### src/rtl/led_frame_capture.sv
// Passive observer of the 16x16 LED scan bus: debounces each row dwell,
// rebuilds red/green frames in a shadow buffer and publishes complete scans.
module led_frame_capture #(
  parameter int STABLE_SAMPLES = 4,
  parameter int CNT_W          = 8
) (
  input  logic                   clk,
  input  logic                   reset,
  input  logic                   sample_en,
  input  logic [35:0]            gpio_in,
  input  logic                   clear_err,
  output logic [15:0][15:0]      red_frame,
  output logic [15:0][15:0]      grn_frame,
  output logic                   frame_valid,
  output logic                   frame_changed,
  output logic [CNT_W-1:0]       frame_count,
  output logic                   locked,
  output logic                   seq_err
);

  typedef enum logic {
    HUNT    = 1'b0,
    COLLECT = 1'b1
  } state_t;

  localparam logic [7:0] STAB_MAX = 8'(STABLE_SAMPLES);

  // Dwell tracker state
  logic [35:0]       word_reg;
  logic              word_valid_reg;
  logic [7:0]        stab_cnt_reg;
  logic [7:0]        stab_cnt_next;
  logic              word_same;
  logic              commit;

  // Frame assembly state
  state_t            state_reg;
  state_t            state_next;
  logic [3:0]        expect_reg;
  logic [3:0]        expect_next;
  logic [15:0][15:0] shadow_red_reg;
  logic [15:0][15:0] shadow_grn_reg;
  logic              shadow_wr;
  logic              shadow_clr;
  logic              publish;
  logic              err;

  // Published outputs
  logic [15:0][15:0] red_frame_reg;
  logic [15:0][15:0] grn_frame_reg;
  logic [15:0][15:0] pub_red;
  logic [15:0][15:0] pub_grn;
  logic              frame_valid_reg;
  logic              frame_changed_reg;
  logic              frame_changed_next;
  logic [CNT_W-1:0]  frame_count_reg;
  logic              locked_reg;
  logic              seq_err_reg;

  logic [3:0]        cur_row;
  logic [15:0]       cur_red;
  logic [15:0]       cur_grn;

  assign cur_row = gpio_in[35:32];
  assign cur_red = gpio_in[31:16];
  assign cur_grn = gpio_in[15:0];

  // The first sample after reset has no predecessor, so it always starts a dwell.
  assign word_same = word_valid_reg && (gpio_in == word_reg);

  always_comb begin
    stab_cnt_next = stab_cnt_reg;
    if (sample_en) begin
      if (word_same) begin
        stab_cnt_next = (stab_cnt_reg == STAB_MAX) ? STAB_MAX : stab_cnt_reg + 8'd1;
      end else begin
        stab_cnt_next = 8'd1;
      end
    end
  end

  // Commit exactly once per dwell: only on the transition into saturation.
  assign commit = sample_en
               && (stab_cnt_next == STAB_MAX)
               && (!word_same || (stab_cnt_reg != STAB_MAX));

  always_ff @(posedge clk) begin
    if (!reset) begin
      word_reg       <= '0;
      word_valid_reg <= 1'b0;
      stab_cnt_reg   <= '0;
    end else if (sample_en) begin
      word_reg       <= gpio_in;
      word_valid_reg <= 1'b1;
      stab_cnt_reg   <= stab_cnt_next;
    end
  end

  always_comb begin
    state_next  = state_reg;
    expect_next = expect_reg;
    shadow_wr   = 1'b0;
    shadow_clr  = 1'b0;
    publish     = 1'b0;
    err         = 1'b0;
    if (commit) begin
      case (state_reg)
        HUNT: begin
          if (cur_row == 4'd0) begin
            shadow_wr   = 1'b1;
            expect_next = 4'd1;
            state_next  = COLLECT;
          end
        end
        COLLECT: begin
          if (cur_row == expect_reg) begin
            if (cur_row == 4'd15) begin
              publish     = 1'b1;
              expect_next = 4'd0;
            end else begin
              shadow_wr   = 1'b1;
              expect_next = expect_reg + 4'd1;
            end
          end else begin
            err         = 1'b1;
            shadow_clr  = 1'b1;
            state_next  = HUNT;
            expect_next = 4'd0;
            // An out-of-order row 0 is also a fresh start of frame.
            if (cur_row == 4'd0) begin
              shadow_wr   = 1'b1;
              expect_next = 4'd1;
              state_next  = COLLECT;
            end
          end
        end
        default: begin
          state_next  = HUNT;
          expect_next = 4'd0;
        end
      endcase
    end
  end

  generate
    for (genvar gi = 0; gi < 16; gi++) begin : g_row
      // Row-write wins over discard so a restarting row 0 survives the clear.
      always_ff @(posedge clk) begin
        if (!reset) begin
          shadow_red_reg[gi] <= '0;
          shadow_grn_reg[gi] <= '0;
        end else if (shadow_wr && (cur_row == 4'(gi))) begin
          shadow_red_reg[gi] <= cur_red;
          shadow_grn_reg[gi] <= cur_grn;
        end else if (shadow_clr) begin
          shadow_red_reg[gi] <= '0;
          shadow_grn_reg[gi] <= '0;
        end
      end

      if (gi == 15) begin : g_last
        assign pub_red[gi] = cur_red;
        assign pub_grn[gi] = cur_grn;
      end else begin : g_body
        assign pub_red[gi] = shadow_red_reg[gi];
        assign pub_grn[gi] = shadow_grn_reg[gi];
      end
    end
  endgenerate

  assign frame_changed_next = (pub_red != red_frame_reg) || (pub_grn != grn_frame_reg);

  always_ff @(posedge clk) begin
    if (!reset) begin
      state_reg         <= HUNT;
      expect_reg        <= '0;
      red_frame_reg     <= '0;
      grn_frame_reg     <= '0;
      frame_valid_reg   <= 1'b0;
      frame_changed_reg <= 1'b0;
      frame_count_reg   <= '0;
      locked_reg        <= 1'b0;
      seq_err_reg       <= 1'b0;
    end else begin
      state_reg       <= state_next;
      expect_reg      <= expect_next;
      locked_reg      <= (state_next == COLLECT);
      frame_valid_reg <= publish;
      if (publish) begin
        red_frame_reg     <= pub_red;
        grn_frame_reg     <= pub_grn;
        frame_changed_reg <= frame_changed_next;
        frame_count_reg   <= frame_count_reg + 1'b1;
      end
      if (err) begin
        seq_err_reg <= 1'b1;
      end else if (clear_err) begin
        seq_err_reg <= 1'b0;
      end
    end
  end

  assign red_frame     = red_frame_reg;
  assign grn_frame     = grn_frame_reg;
  assign frame_valid   = frame_valid_reg;
  assign frame_changed = frame_changed_reg;
  assign frame_count   = frame_count_reg;
  assign locked        = locked_reg;
  assign seq_err       = seq_err_reg;

endmodule

### config.mk
export PLATFORM = sky130hd
export DESIGN_NAME = led_frame_capture
export DESIGN_NICKNAME = d
export VERILOG_FILES = /design/src/rtl/led_frame_capture.sv
export SDC_FILE = /design/constraint.sdc
export NUM_CORES = 2
export LEC_CHECK = 0
export CAP_MARGIN = 20
export CORE_MARGIN = 10
export CORE_UTILIZATION = 56
export CTS_CLUSTER_DIAMETER = 100
export DETAILED_ROUTE_END_ITERATION = 16
export PLACE_DENSITY = 0.81
export SKIP_CTS_REPAIR_TIMING = 1
export SKIP_LAST_GASP = 1
export SLEW_MARGIN = 20
export SYNTH_ARGS = -nofsm -noshare
export SYNTH_HDL_FRONTEND = slang
export SYNTH_SLANG_ARGS = --single-unit
### constraint.sdc
create_clock -name clk -period 6 [get_ports clk]
set_input_delay 1.2 -clock clk [delete_from_list [all_inputs] [get_ports clk]]
set_output_delay 1.2 -clock clk [all_outputs]
set_load 0.05 [all_outputs]
* Word level (Yosys, flattened, before mapping)
Cells that the tools add are included.
** Storage, ports and cells
- Register bits after elaboration :: 1053
- Input port bits :: 40
- Output and inout bits :: 524
- Word-level logic and storage cells :: 192
** Operators by class
- Add/sub/neg operators :: 3
- Eq/ne operators :: 23
- Multiplexer cells :: 55
- Bitwise gates (word level) :: 1
- Reduce and logical (&&, ||, !) cells :: 39
** Operators with widths (number)
- 256-bit inequality test :: 2
- 16-bit 2-to-1 mux :: 31
- 36-bit equality test :: 1
- 4-bit equality test (second input constant) :: 8
- 2-bit nonzero test :: 16
- 8-bit 2-to-1 mux :: 3
- 1-bit logical AND :: 18
- 8-bit by 1-bit adder with 8-bit output (second input constant) :: 2
- 4-bit by 3-bit equality test with 1-bit output (second input constant) :: 4
- 8-bit by 3-bit equality test with 1-bit output (second input constant) :: 2
- 1-bit 2-to-1 mux :: 15
- 4-bit 2-to-1 mux :: 3
- 4-bit by 2-bit equality test with 1-bit output (second input constant) :: 2
- 8-bit by 3-bit inequality test with 1-bit output (second input constant) :: 1
- 4-bit case mux with 2 select lines :: 1
- 4-bit by 1-bit adder with 4-bit output (second input constant) :: 1
- 4-bit by 1-bit equality test with 1-bit output (second input constant) :: 1
- 4-bit equality test :: 1
- 4-bit logical NOT :: 1
- 1-bit case mux with 2 select lines :: 2
- 1-bit logical OR :: 2
- 2-bit inequality test (second input constant) :: 1
- 2-bit AND reduction :: 1
- 1-bit logical NOT :: 1
- 1-bit NOT :: 1

* Longest topological paths before layout
- Depth after elaboration :: 10
- Gate-level depth with buffers :: 12
- Gate-level depth less buffers :: 8

* Worst setup path after synthesis
OpenSTA, ideal clock, no wires.
- Path type :: input -> register
- From :: input port gpio_in[34]
- To :: register frame_count_reg[6], in the netlist frame_count[6]
- Setup time :: 120 ps
- Arrival time :: 3486 ps
- Data required time :: 5880 ps
- Setup slack :: 2395 ps
- Stages :: 9
- Buffers on the path :: 2
- Cells stage by stage :: clkbuf_1 -> xnor2_1 -> nand4_1 -> or4_1 -> nor4_4 -> nand4_1 -> buf_2 -> or3_1 -> mux2i_1
** On the way
- Longest elaborated chain between the ends :: 8
** Ends and longest elaborated chain
- from (decl) :: line 10 : input logic [35:0] gpio_in,
- 36-bit equality test :: line 69 : assign word_same = word_valid_reg && (gpio_in == word_reg);
- 1-bit logical AND :: line 69
- 8-bit 2-to-1 mux :: line 74 : if (word_same) begin
- 8-bit 2-to-1 mux :: line 73 : if (sample_en) begin
- 8-bit by 3-bit equality test with 1-bit output :: line 84 : && (stab_cnt_next == STAB_MAX)
- 1-bit logical AND :: line 84
- 1-bit logical AND :: line 85 : && (!word_same || (stab_cnt_reg != STAB_MAX));
- 1-bit 2-to-1 mux (*) :: line 106 : if (commit) begin
- to (signal assigned) :: line 193 : frame_count_reg <= frame_count_reg + 1'b1;
- to (decl) :: line 56 : logic [CNT_W-1:0] frame_count_reg;
Mark *: on every way between the ends. The rest lies on a longest branch, timed or not.
A chain may end at the register's enable or synchronous reset.

* Worst setup path after layout
- From :: input port gpio_in[34]
- To :: register red_frame_reg (netlist bit red_frame[99])
** On the way
- Longest elaborated chain between the ends :: 8
** Ends and longest elaborated chain
- 36-bit equality test :: line 69
- 1-bit logical AND :: line 69
- 8-bit 2-to-1 mux :: line 74
- 8-bit 2-to-1 mux :: line 73
- 8-bit by 3-bit equality test with 1-bit output :: line 84
- 1-bit logical AND :: line 84
- 1-bit logical AND :: line 85
- 1-bit 2-to-1 mux (*) :: line 106
- to (signal assigned) :: line 190 : red_frame_reg <= pub_red;
- to (decl) :: line 49 : logic [15:0][15:0] red_frame_reg;
Marks and branches as above.

==> metrics.txt <==
# TYPE chip_impl_metric gauge
chip_impl_metric{name="max_freq",unit="GHz"} 0.225
chip_impl_metric{name="fp.dieArea",unit="mm2"} 0.0863
chip_impl_metric{name="slew-limit-headroom",unit="%"} 14.5
chip_impl_info{name="worst_path_cell_with_the_longest_stage_delay",value="sky130_fd_sc_hd__clkdlybuf4s50_1"} 1
chip_impl_metric{name="critical_path_arrival",unit="ns"} 5.03
chip_impl_info{name="crit_path_end_kind",value="flop"} 1
chip_impl_metric{name="clkSlewWorstSetupHoldPaths",unit="ns"} 0.06
chip_impl_metric{name="synth.distinct_cells",unit=""} 57
chip_impl_info{name="cp_cell_sequence",value="clkdlybuf4s50_1 > xnor2_1 > nand4_1 > or4_1 > nor4_4 > buf_4 > and4_4 > buf_12 > nand2_1 > a21oi_1"} 1
chip_impl_info{name="cp_top_family",value="simple AND/OR/NAND/NOR gates"} 1
chip_impl_metric{name="effective_utilization_at_floorplan",unit="%"} 56.5
chip_impl_info{name="top_library_cells_by_usage_in_the_layout_fill_and_taps_aside",value="sky130_fd_sc_hd__nand2_1, sky130_fd_sc_hd__dfxtp_1, sky130_fd_sc_hd__clkdlybuf4s50_1"} 1
chip_impl_metric{name="detailedRoute.firstPassIterationCount",unit=""} 6
chip_impl_metric{name="routed_wire_length_per_instance",unit="um"} 31.5
chip_impl_metric{name="clockBufferDepth",unit=""} 3
chip_impl_metric{name="fillerInstances",unit=""} 5926
chip_impl_info{name="status",value="finished, final reports clean"} 1
chip_impl_metric{name="die_width",unit="um"} 294
chip_impl_metric{name="worst-path-max-fanout",unit=""} 85
chip_impl_metric{name="finalWeightedCongestion",unit=""} 1.09
chip_impl_metric{name="first_global_vias",unit=""} 38200
chip_impl_metric{name="finalMaxSlewViolations",unit=""} 0
chip_impl_metric{name="vias",unit=""} 42000
chip_impl_metric{name="worst_hold_slack",unit="ns"} 0.473
chip_impl_metric{name="hold_violations",unit=""} 0
chip_impl_metric{name="multiInputGateArea",unit="mm2"} 0.0191
chip_impl_metric{name="max-vdd-ir-drop",unit="mV"} 0.272
chip_impl_info{name="grt_setup_unrepaired",value="no"} 1
chip_impl_metric{name="cts.sinks",unit=""} 1053
chip_impl_metric{name="io-pin-count",unit=""} 564
chip_impl_metric{name="total_power",unit="mW"} 14.6
chip_impl_metric{name="total_routing_usage_reported_by_global_routing",unit="%"} 45.2
chip_impl_metric{name="synth.cell_area",unit="mm2"} 0.0420
chip_impl_metric{name="largest_net_degree_at_the_start_of_global_routing",unit=""} 169
chip_impl_metric{name="required",unit="ns"} 6.59
chip_impl_metric{name="wire_length_of_the_first_global_routing_pass",unit="um"} 282000
chip_impl_metric{name="syn_avg_cell_area",unit="um2"} 8.36
chip_impl_metric{name="setup_total_negative_slack",unit="ns"} 0
chip_impl_metric{name="grt_antenna_before_repair",unit=""} 21
chip_impl_metric{name="synth-seq-area-share",unit="%"} 50.2
chip_impl_metric{name="die_y",unit="um"} 294
chip_impl_metric{name="number_of_warnings_printed_during_yosys_synthesis",unit=""} 0
chip_impl_metric{name="fin_worst_skew",unit="ns"} 0.0292
chip_impl_metric{name="max-cap-violations",unit=""} 0
chip_impl_info{name="synth_top_flop_cell",value="sky130_fd_sc_hd__dfxtp_1"} 1
chip_impl_metric{name="detail_route.iter0.violations",unit=""} 8162
chip_impl_metric{name="cts_inserted_buffers",unit=""} 106
chip_impl_metric{name="drive_gt1_share",unit="%"} 5.47
chip_impl_metric{name="final_min_period_over_clock_period",unit="%"} 74.0
chip_impl_metric{name="syn-num-nets",unit=""} 5065
chip_impl_metric{name="detail-route-antenna-nets",unit=""} 0
chip_impl_metric{name="ff_latch_area",unit="mm2"} 0.0211
chip_impl_info{name="clk_root_buffer_cell",value="sky130_fd_sc_hd__clkbuf_16"} 1
chip_impl_metric{name="synth_seq_cells",unit=""} 1053
chip_impl_metric{name="p_leak",unit="nW"} 17.7
chip_impl_metric{name="worst_pin_slew",unit="ns"} 1.27
chip_impl_metric{name="gr-total-overflow",unit=""} 0
chip_impl_metric{name="layout-area-overhead-vs-synth",unit="%"} 23.8
chip_impl_info{name="min-delay-path-class",value="reg2reg"} 1
chip_impl_info{name="path_class",value="in2reg"} 1
chip_impl_metric{name="synthesis.instances",unit=""} 5021
chip_impl_info{name="setup.worst_path.start_class",value="primary input"} 1
chip_impl_metric{name="avgViaCountPerCell",unit=""} 6.48
chip_impl_metric{name="post-route-drc-count",unit=""} 0
chip_impl_metric{name="cts-htree-levels",unit=""} 3
chip_impl_info{name="layout.cells.most_common",value="sky130_fd_sc_hd__nand2_1"} 1
chip_impl_metric{name="io_buffers",unit=""} 563
chip_impl_metric{name="asyncSetResetFlopFracSynth",unit="%"} 0
chip_impl_metric{name="p_per_area",unit="mW/mm2"} 282
chip_impl_metric{name="synth_edf_count",unit=""} 0
chip_impl_metric{name="cp.buffers_inverters",unit=""} 3
chip_impl_metric{name="drt_wl_total",unit="um"} 204000
chip_impl_metric{name="dp_hpwl",unit="um"} 141000
chip_impl_info{name="cts_tree",value="yes"} 1
chip_impl_metric{name="layout.nets",unit=""} 5459
chip_impl_metric{name="core-area",unit="mm2"} 0.0743
chip_impl_metric{name="final.min_clock_period",unit="ns"} 4.44
chip_impl_metric{name="setup-violations-final",unit=""} 0
chip_impl_metric{name="worstSkewPairLatency",unit="ns"} 0.69
chip_impl_metric{name="num_rows",unit=""} 100
chip_impl_metric{name="slowest_delay",unit="ns"} 0.75
==> synthesized netlist by cell type, drive strengths merged, types with 21 or more instances <==
cell type	number	area [um2]
xnor2	323	2830
nand3	479	2400
buf	133	678
nand4	107	669
nand2b	21	131
nor2	61	229
nand2	1088	4080
o2bb2ai	42	368
mux2i	41	410
o21ai	455	2280
clkbuf	242	908
xor2	164	1440
inv	76	285
o22ai	21	131
nor4	82	528
a21oi	523	2620
dfxtp	1053	21100
==> metal layers <==
layer	track usage [%]	up-vias	share of wire, %
met4	38.6	12	10
met2	63.7	3428	41
met3	17.5	808	16
li1	-	17900	-
met5	0.580	-	0.075
met1	53.3	19900	33
==> area by class of cell <==
| type | count | share of cell area, % |
|---|---|---|
| Antenna cell | 8 | 0.0385 |
| Clock buffer | 150 | 5.90 |
| Clock inverter | 47 | 1.25 |
| Inverter | 76 | 0.563 |
| Multi-Input combinational cell | 3517 | 36.7 |
| Sequential cell | 1053 | 40.6 |
| Tap cell | 969 | 2.33 |
| Timing Repair Buffer | 661 | 12.6 |
==> metrics by stage <==
stage	cell area, um2	utilization (%)	worst slack, ns	cells
floorplan	42000	-	2.39	5021
global placement	48200	64.9	1.02	6276
detailed placement	48200	64.9	0.993	6276
CTS	51900	69.9	1.63	6473
global route	51900	69.9	1.37	6474
finish	52000	69.9	1.56	6481
==> path summary, 6_finish.rpt <==
kind / start / end / slack, ns / depth (start not counted)
setup / recovery: gpio_in[34] / red_frame[99] / 1.56 / 10
hold / removal: pub_grn[85] / grn_frame[85] / 0.47 / 2
setup reg to reg: stab_cnt_reg[0] / grn_frame[10] / 1.94 / 11
hold reg to reg: pub_grn[85] / grn_frame[85] / 0.47 / 2
==> cells by family (layout without fill, tap and decap cells) <==
family	count (synthesis)	count (layout)	share of synthesized area, %
multiplexers	41	41	0.978
XOR/XNOR	487	487	10.2
adder cells (fa/ha/maj)	4	4	0.119
AND/OR/NAND/NOR	1892	1892	20.1
AO/OA/AOI/OAI	1093	1093	13.9
flip-flops	1053	1053	50.2
other	0	8	0
buffers and inverters	451	934	4.46
==> worst reg2reg max path, delay by kind of cell (launching register included) <==
kind	cells	cell delay [ns]
simple gates	5	1.70
buf+inv	4	1.62
fa+ha+maj	1	0.14
flops	1	0.34
compound gates	1	0.16
==> report_power, final <==
part	internal, mW	total, mW	switching [mW]
clock network	4.17	7.09	2.92
logic	0.101	0.527	0.425
registers	7.00	7.02	0.0107
Note: power is estimated with default switching activity, not from simulation.
